===== src/rtl/alu_op_scheduler.sv =====
// alu_op_scheduler: round-robin arbiter sharing one combinational ALU between two requesters,
// holding registered ALU inputs for SETTLE cycles and returning result/carry over valid/ready.
module alu_op_scheduler #(
    parameter int WIDTH  = 32,
    parameter int SETTLE = 1
) (
    input  logic               clk,
    input  logic               rst_n,
    input  logic [1:0]         req_valid,
    output logic [1:0]         req_ready,
    input  logic [2*WIDTH-1:0] req_a,
    input  logic [2*WIDTH-1:0] req_b,
    input  logic [5:0]         req_cmd,
    output logic [1:0]         rsp_valid,
    input  logic [1:0]         rsp_ready,
    output logic [WIDTH-1:0]   rsp_result,
    output logic               rsp_carry,
    output logic [WIDTH-1:0]   alu_a,
    output logic [WIDTH-1:0]   alu_b,
    output logic [2:0]         alu_cmd,
    output logic               alu_carryin,
    input  logic [WIDTH-1:0]   alu_result,
    input  logic               alu_carryout,
    output logic               busy
);
    typedef enum logic [1:0] {S_IDLE, S_SETTLE, S_RESP} state_t;
    state_t     state;
    logic       ptr;
    logic       owner;
    logic       grant;
    logic [3:0] cnt;
    logic [2:0] grant_cmd;
    // Requester 1 wins when it is alone, or when both ask and the pointer favours it.
    assign grant     = req_valid[1] & (~req_valid[0] | ptr);
    assign grant_cmd = grant ? req_cmd[5:3] : req_cmd[2:0];
    assign req_ready = (rst_n && state == S_IDLE) ? {req_valid[1] & grant, req_valid[0] & ~grant} : 2'b00;
    assign busy      = state != S_IDLE;
    always_ff @(posedge clk or negedge rst_n) begin
        if (!rst_n) begin
            state       <= S_IDLE;
            ptr         <= 1'b0;
            owner       <= 1'b0;
            cnt         <= 4'd0;
            rsp_valid   <= 2'b00;
            rsp_result  <= '0;
            rsp_carry   <= 1'b0;
            alu_a       <= '0;
            alu_b       <= '0;
            alu_cmd     <= 3'b000;
            alu_carryin <= 1'b0;
        end else begin
            case (state)
                S_IDLE: if (|req_valid) begin
                    alu_a       <= grant ? req_a[2*WIDTH-1:WIDTH] : req_a[WIDTH-1:0];
                    alu_b       <= grant ? req_b[2*WIDTH-1:WIDTH] : req_b[WIDTH-1:0];
                    alu_cmd     <= grant_cmd;
                    alu_carryin <= grant_cmd == 3'b001;
                    owner       <= grant;
                    ptr         <= ~grant;
                    cnt         <= SETTLE[3:0];
                    state       <= S_SETTLE;
                end
                S_SETTLE: begin
                    cnt <= cnt - 4'd1;
                    if (cnt == 4'd1) begin
                        rsp_result <= alu_result;
                        rsp_carry  <= alu_carryout & (alu_cmd[2:1] == 2'b00);
                        rsp_valid  <= owner ? 2'b10 : 2'b01;
                        state      <= S_RESP;
                    end
                end
                S_RESP: if (rsp_ready[owner]) begin
                    rsp_valid <= 2'b00;
                    state     <= S_IDLE;
                end
                default: state <= S_IDLE;
            endcase
        end
    end
endmodule


===== config.mk =====
export PLATFORM = sky130hd
export DESIGN_NAME = alu_op_scheduler
export DESIGN_NICKNAME = d
export VERILOG_FILES = /design/src/rtl/alu_op_scheduler.sv
export SDC_FILE = /design/constraint.sdc
export NUM_CORES = 1
export LEC_CHECK = 0
export BUFFER_PORTS_ARGS = -buffer_cell sky130_fd_sc_hd__buf_2
export CAP_MARGIN = 15
export CORE_ASPECT_RATIO = 0.9
export CORE_MARGIN = 2
export CORE_UTILIZATION = 41
export DETAILED_ROUTE_END_ITERATION = 10
export PLACE_DENSITY = 0.87
export RECOVER_POWER = 25
export SYNTH_ARGS = -nofsm -noshare
export SYNTH_HDL_FRONTEND = slang
export SYNTH_SLANG_ARGS = --single-unit

===== constraint.sdc =====
create_clock -name clk -period 1.58 [get_ports clk]
set_input_delay 0 -clock clk [delete_from_list [all_inputs] [get_ports clk]]
set_output_delay 0 -clock clk [all_outputs]
set_load 0.1 [all_outputs]

==> reports/metrics.cfg, run 1 <==
[outcome]
status = complete, but fails checks
violations = setup timing

[route]
wl_met3_um = 3204
top_layer_used = met4
dr.pass1.iters = 6
routedWlPerCell_um = 22.45
drtIter0Drc = 802
via_per_inst = 6.069
drc = 0
wl_um = 25540
vias = 6907
antenna_left = 0
route.layer.met1.wl_um = 8854
dr_wl_met2_um = 11480

[timing]
max_slew_margin = 0.3274
holdWs_ns = 0.02870
final.setup.worst_slack_ns = -0.02323
drv_slew = 0
setup_violations = 17
max_freq_mhz = 623.7
clock_skew_ns = 0.01268
fin_crit_ns = 1.603
period_share = 1.015
rsz0062_at_grt = true
tightest_slew_ns = 1.009
hold_viol = 0

[setup_path]
required_ns = 1.83
startpoint_type = register
crit_fanout = 6
cp_slowest_cell = dfrtp_2
endpoint_kind = register
max_stage_delay_ns = 0.45
cp_cell_sequence = buf_6 -> and2b_2 -> nand2_4 -> clkbuf_16 -> mux2_2
cp.arrival_ns = 1.85
crit_type = register to register

[finish]
multi_input_area_um2 = 2302
final_core_util = 0.7332
nets = 1143
areaGrowthSynthToFinish_pct = 75.23
ff_latch_area_um2 = 2781
nFillCells = 826
drive_gt1_frac = 0.4008

[synthesis]
synth_flop_cell = dfrtp_1
ys_seq_area_frac = 0.5232
syn_nets = 695
synth_seq_cells = 111
synth.cell_area_um2 = 5309
synth_async_sr_flop_share = 1.000
synth_area_leader_cell = dfrtp_1
netlist_instances = 520
synth_most_common_cell = dfrtp_1
synth-edff-count = 0
synth_commonest_cells = 111 x dfrtp_1, 71 x o21ai_0, 70 x a21oi_1
synthTopCellsByArea = dfrtp_1 52%, a31oi_1 7.8%, mux2_4 7.6%
syn_avg_cell_area_um2 = 10.21
yosysUniqueCellTypes = 38
yosysWarnings = 0
synth_top_area_share = 0.5232

[global_routing]
overflow = 0
grt_pass1_vias = 7006
grt_start_max_net_pins = 74
grt_use_total = 0.3453
grt_pass1_wl_um = 36780
antenna_found_initial = 1

[clock_tree]
clock_sinks = 111
h-tree-depth = 3
clock_latency_ns = 0.36
clk_pin_slew_ns = 0.08
cts_buffers = 9
cts_root_buffer = clkbuf_16
cts_tree = yes
clockBufferDepth = 2

[die]
rows = 39
coreArea_um2 = 12690
io_pins = 279
die_x_um = 123.9
die-area_um2 = 13880
start_util = 0.4184
die_h_um = 112.0

[place]
hpwl_um = 11720
port_buffers = 278
gp_congestion = 0.8365

[run]
cap_violations = 0

[hold_path]
worstHoldPathType = primary input to register

-- flip-flops by register name (all words and copies together) (netlist names) --
signal       cells
owner            1
cnt              4
alu_cmd          3
alu_a           32
rsp_carry        1
alu_carryin      1
alu_b           32
rsp_result      32
ptr              1
rsp_valid        2
state            2
-- path summary, 6_finish.rpt --
kind	from	to	slack (ns)	cells after the start
max in group asynchronous	rst_n	state[0]	0.22	3
hold reg to reg	rsp_result[5]	rsp_result[5]	0.51	1
setup / recovery	state[0]	rsp_carry	-0.02	5
min in group asynchronous	rst_n	alu_a[15]	0.43	3
setup reg to reg	state[0]	rsp_carry	-0.02	5
hold / removal	req_valid[1]	alu_cmd[0]	0.03	3
-- timing repair --
item                       4_1_cts  5_1_grt
gates cloned                     2        4
hold endpoints to repair       212        0
setup endpoints to repair        3       73
setup buffers                    4       12
pin swaps                        1        4
hold buffers                   170        0
resized for setup                5       10
-- metrics by stage --
| step | setup WS [ns] | cells | instance area (um2) | setup TNS [ns] |
|---|---|---|---|---|
| CTS | -0.02201 | 1121 | 9080 | -0.02201 |
| global route | -0.05840 | 1138 | 9303 | -1.145 |
| floorplan | -0.002057 | 520 | 5320 | -0.002057 |
| finish | -0.02323 | 1138 | 9303 | -0.1660 |
| global placement | 0.08366 | 929 | 6964 | 0 |
| detailed placement | 0.01281 | 929 | 6964 | 0 |
-- layout by cell type, fill, tap and decap left out, types with 2 or more instances in the layout --
| cell | count |
|---|---|
| buf_2 | 274 |
| dlygate4sd3_1 | 170 |
| dfrtp_1 | 108 |
| o21ai_0 | 71 |
| a21oi_1 | 70 |
| nand3_1 | 68 |
| a31oi_1 | 66 |
| mux2_4 | 29 |
| buf_4 | 26 |
| clkbuf_16 | 13 |
| buf_12 | 11 |
| nor2_1 | 5 |
| mux2_2 | 5 |
| nor2_4 | 4 |
| nand2_1 | 4 |
| nand3b_1 | 3 |
| dfrtp_2 | 3 |
| inv_2 | 2 |
| and2b_2 | 2 |
| or2_2 | 2 |
| nand4_1 | 2 |
| o22ai_1 | 2 |
| mux2i_1 | 2 |
| inv_8 | 2 |
| clkinv_4 | 2 |
| clkbuf_1 | 2 |
| bufbuf_16 | 2 |
| buf_6 | 2 |
-- layer usage --
metal	up-vias	global-route usage
met5	-	0
met1	3205	0.4037
met4	0	0.2547
met3	189	0.1040
li1	2826	-
met2	687	0.5319
-- cell type report --
class | instances | area share
repair buffers | 491 | 0.3964
flip-flops and latches | 111 | 0.2990
multi-input cells | 351 | 0.2475
clock buffers | 10 | 0.02461
well taps | 164 | 0.02206
clock inverters | 6 | 0.008339
inverters | 4 | 0.001883
diodes | 1 | 0.0002690
-- cells by family after synthesis --
logic type / synth area share
compound gates: 0.2208
flops: 0.5232
simple gates: 0.1030
buf+inv: 0.05161
mux: 0.09498
fa+ha+maj: 0.004713
xor+xnor: 0.001650
-- critical path, delay by kind of cell, from the launching register on --
family	cells	cell delay (ns)
buf+inv	2	0.32
flops	1	0.45
mux	1	0.34
simple gates	2	0.37
Power of run 1 is left out: the tool's default activity adds up to more than one toggle a clock period on the data nets, which glitch-free logic cannot reach.
==> run 2: changes to the inputs <==
Settings changed: CORE_UTILIZATION 41 to 25, PLACE_DENSITY 0.87 to 0.61.
==> reports/metrics.cfg, run 2 (synthesis results as in run 1) <==
[outcome]
status = complete, no violations

[clock_tree]
cts_root_buffer = clkbuf_16
clock_sinks = 111
clock_latency_ns = 0.36
clk_pin_slew_ns = 0.07
clockBufferDepth = 2
cts_tree = yes
cts_buffers = 9
h-tree-depth = 3

[die]
die_h_um = 142.2
start_util = 0.2548
rows = 50
die-area_um2 = 22420
die_x_um = 157.6
coreArea_um2 = 20830
io_pins = 279

[timing]
max_slew_margin = 0.5086
drv_slew = 0
setup_violations = 0
fin_crit_ns = 1.530
rsz0062_at_grt = true
tightest_slew_ns = 0.7371
period_share = 0.9683
clock_skew_ns = 0.01207
holdWs_ns = 0.06215
hold_viol = 0
max_freq_mhz = 653.6

[global_routing]
grt_pass1_vias = 6432
antenna_found_initial = 2
overflow = 0
grt_use_total = 0.1918
grt_start_max_net_pins = 77
grt_pass1_wl_um = 33520

[finish]
drive_gt1_frac = 0.3892
top_regs = alu_a x32, alu_b x32, rsp_result x32
final_cell_mix = 209 x buf_2, 170 x dlygate4sd3_1, 110 x dfrtp_1
final_common_cell = buf_2
multi_input_area_um2 = 2276
final_core_util = 0.4460
ff_latch_area_um2 = 2779
nFillCells = 1959
areaGrowthSynthToFinish_pct = 75.02
nets = 1131

[route]
drc = 0
drtIter0Drc = 406
vias = 6206
dr.pass1.iters = 7
wl_um = 21720
via_per_inst = 4.961
antenna_left = 0
routedWlPerCell_um = 17.36

[setup_path]
crit_fanout = 14
cp.arrival_ns = 1.77
crit_type = register to register
required_ns = 1.82
startpoint_type = register
endpoint_kind = register

[place]
port_buffers = 278
gp_congestion = 0.7775
hpwl_um = 12760

[run]
cap_violations = 0

[hold_path]
worstHoldPathType = primary input to register

## run 2: cell count changes in the layout (fill, tap and decap cells not counted), moves of 3 or more
| cell | delta |
|---|---|
| clkbuf_2 | +65 |
| diode_2 | +3 |
| buf_2 | -65 |
| buf_4 | -8 |
| clkbuf_16 | -4 |
## run 2: final cells by class
type,instances,share of cell area
inverters,4,0.001885
clock inverters,6,0.009830
flip-flops and latches,111,0.2991
clock buffers,10,0.02464
diodes,4,0.001077
multi-input cells,351,0.2449
well taps,286,0.03851
repair buffers,479,0.3800
## run 2: critical path, stage by stage, from the launching register on
cell     delay [ns]
dfrtp_1        0.41
buf_4          0.15
and2b_1        0.28
nand2_4        0.10
buf_12         0.17
mux2_4         0.30
## run 2: path summary, 6_finish.rpt
path	from	end	slack, ns	depth (start not counted)
max	state[1]	rsp_result[21]	0.05	5
min	rsp_ready[1]	rsp_valid[1]	0.06	4
max reg2reg	state[1]	rsp_result[21]	0.05	5
min reg2reg	rsp_result[29]	rsp_result[29]	0.51	1
max in group asynchronous	rst_n	alu_a[18]	0.39	3
min in group asynchronous	rst_n	alu_a[24]	0.35	2
## run 2: per-stage QoR
stage                 TNS, ns  cells  instance area (um2)  setup WS, ns
global placement            0   1054                 7164       0.06894
finish                      0   1251                 9291       0.05005
CTS                  -0.01131   1243                 9238      -0.01131
global route          -0.1604   1248                 9284      -0.01668
detailed placement          0   1054                 7164       0.05921
floorplan           -0.002057    520                 5320     -0.002057
## run 2: timing repair
| item | 4_1_cts | 5_1_grt |
|---|---|---|
| pin swaps | 1 | 0 |
| endpoints found under the setup margin | 2 | 76 |
| hold buffers | 170 | 0 |
| setup buffers | 2 | 4 |
| resized for setup | 2 | 5 |
| gates cloned | 1 | 0 |
| hold endpoints to repair | 212 | 0 |
## run 2: metal layers
layer,up-vias,wire length (um),GRT usage,share of wire
li1,2821,-,-,-
met3,54,1748,0.05451,0.080
met5,-,13,0,0.00060
met2,368,10520,0.3222,0.48
met4,2,641,0.07943,0.030
met1,2961,8803,0.2304,0.41
Power of run 2 is left out for the same reason.
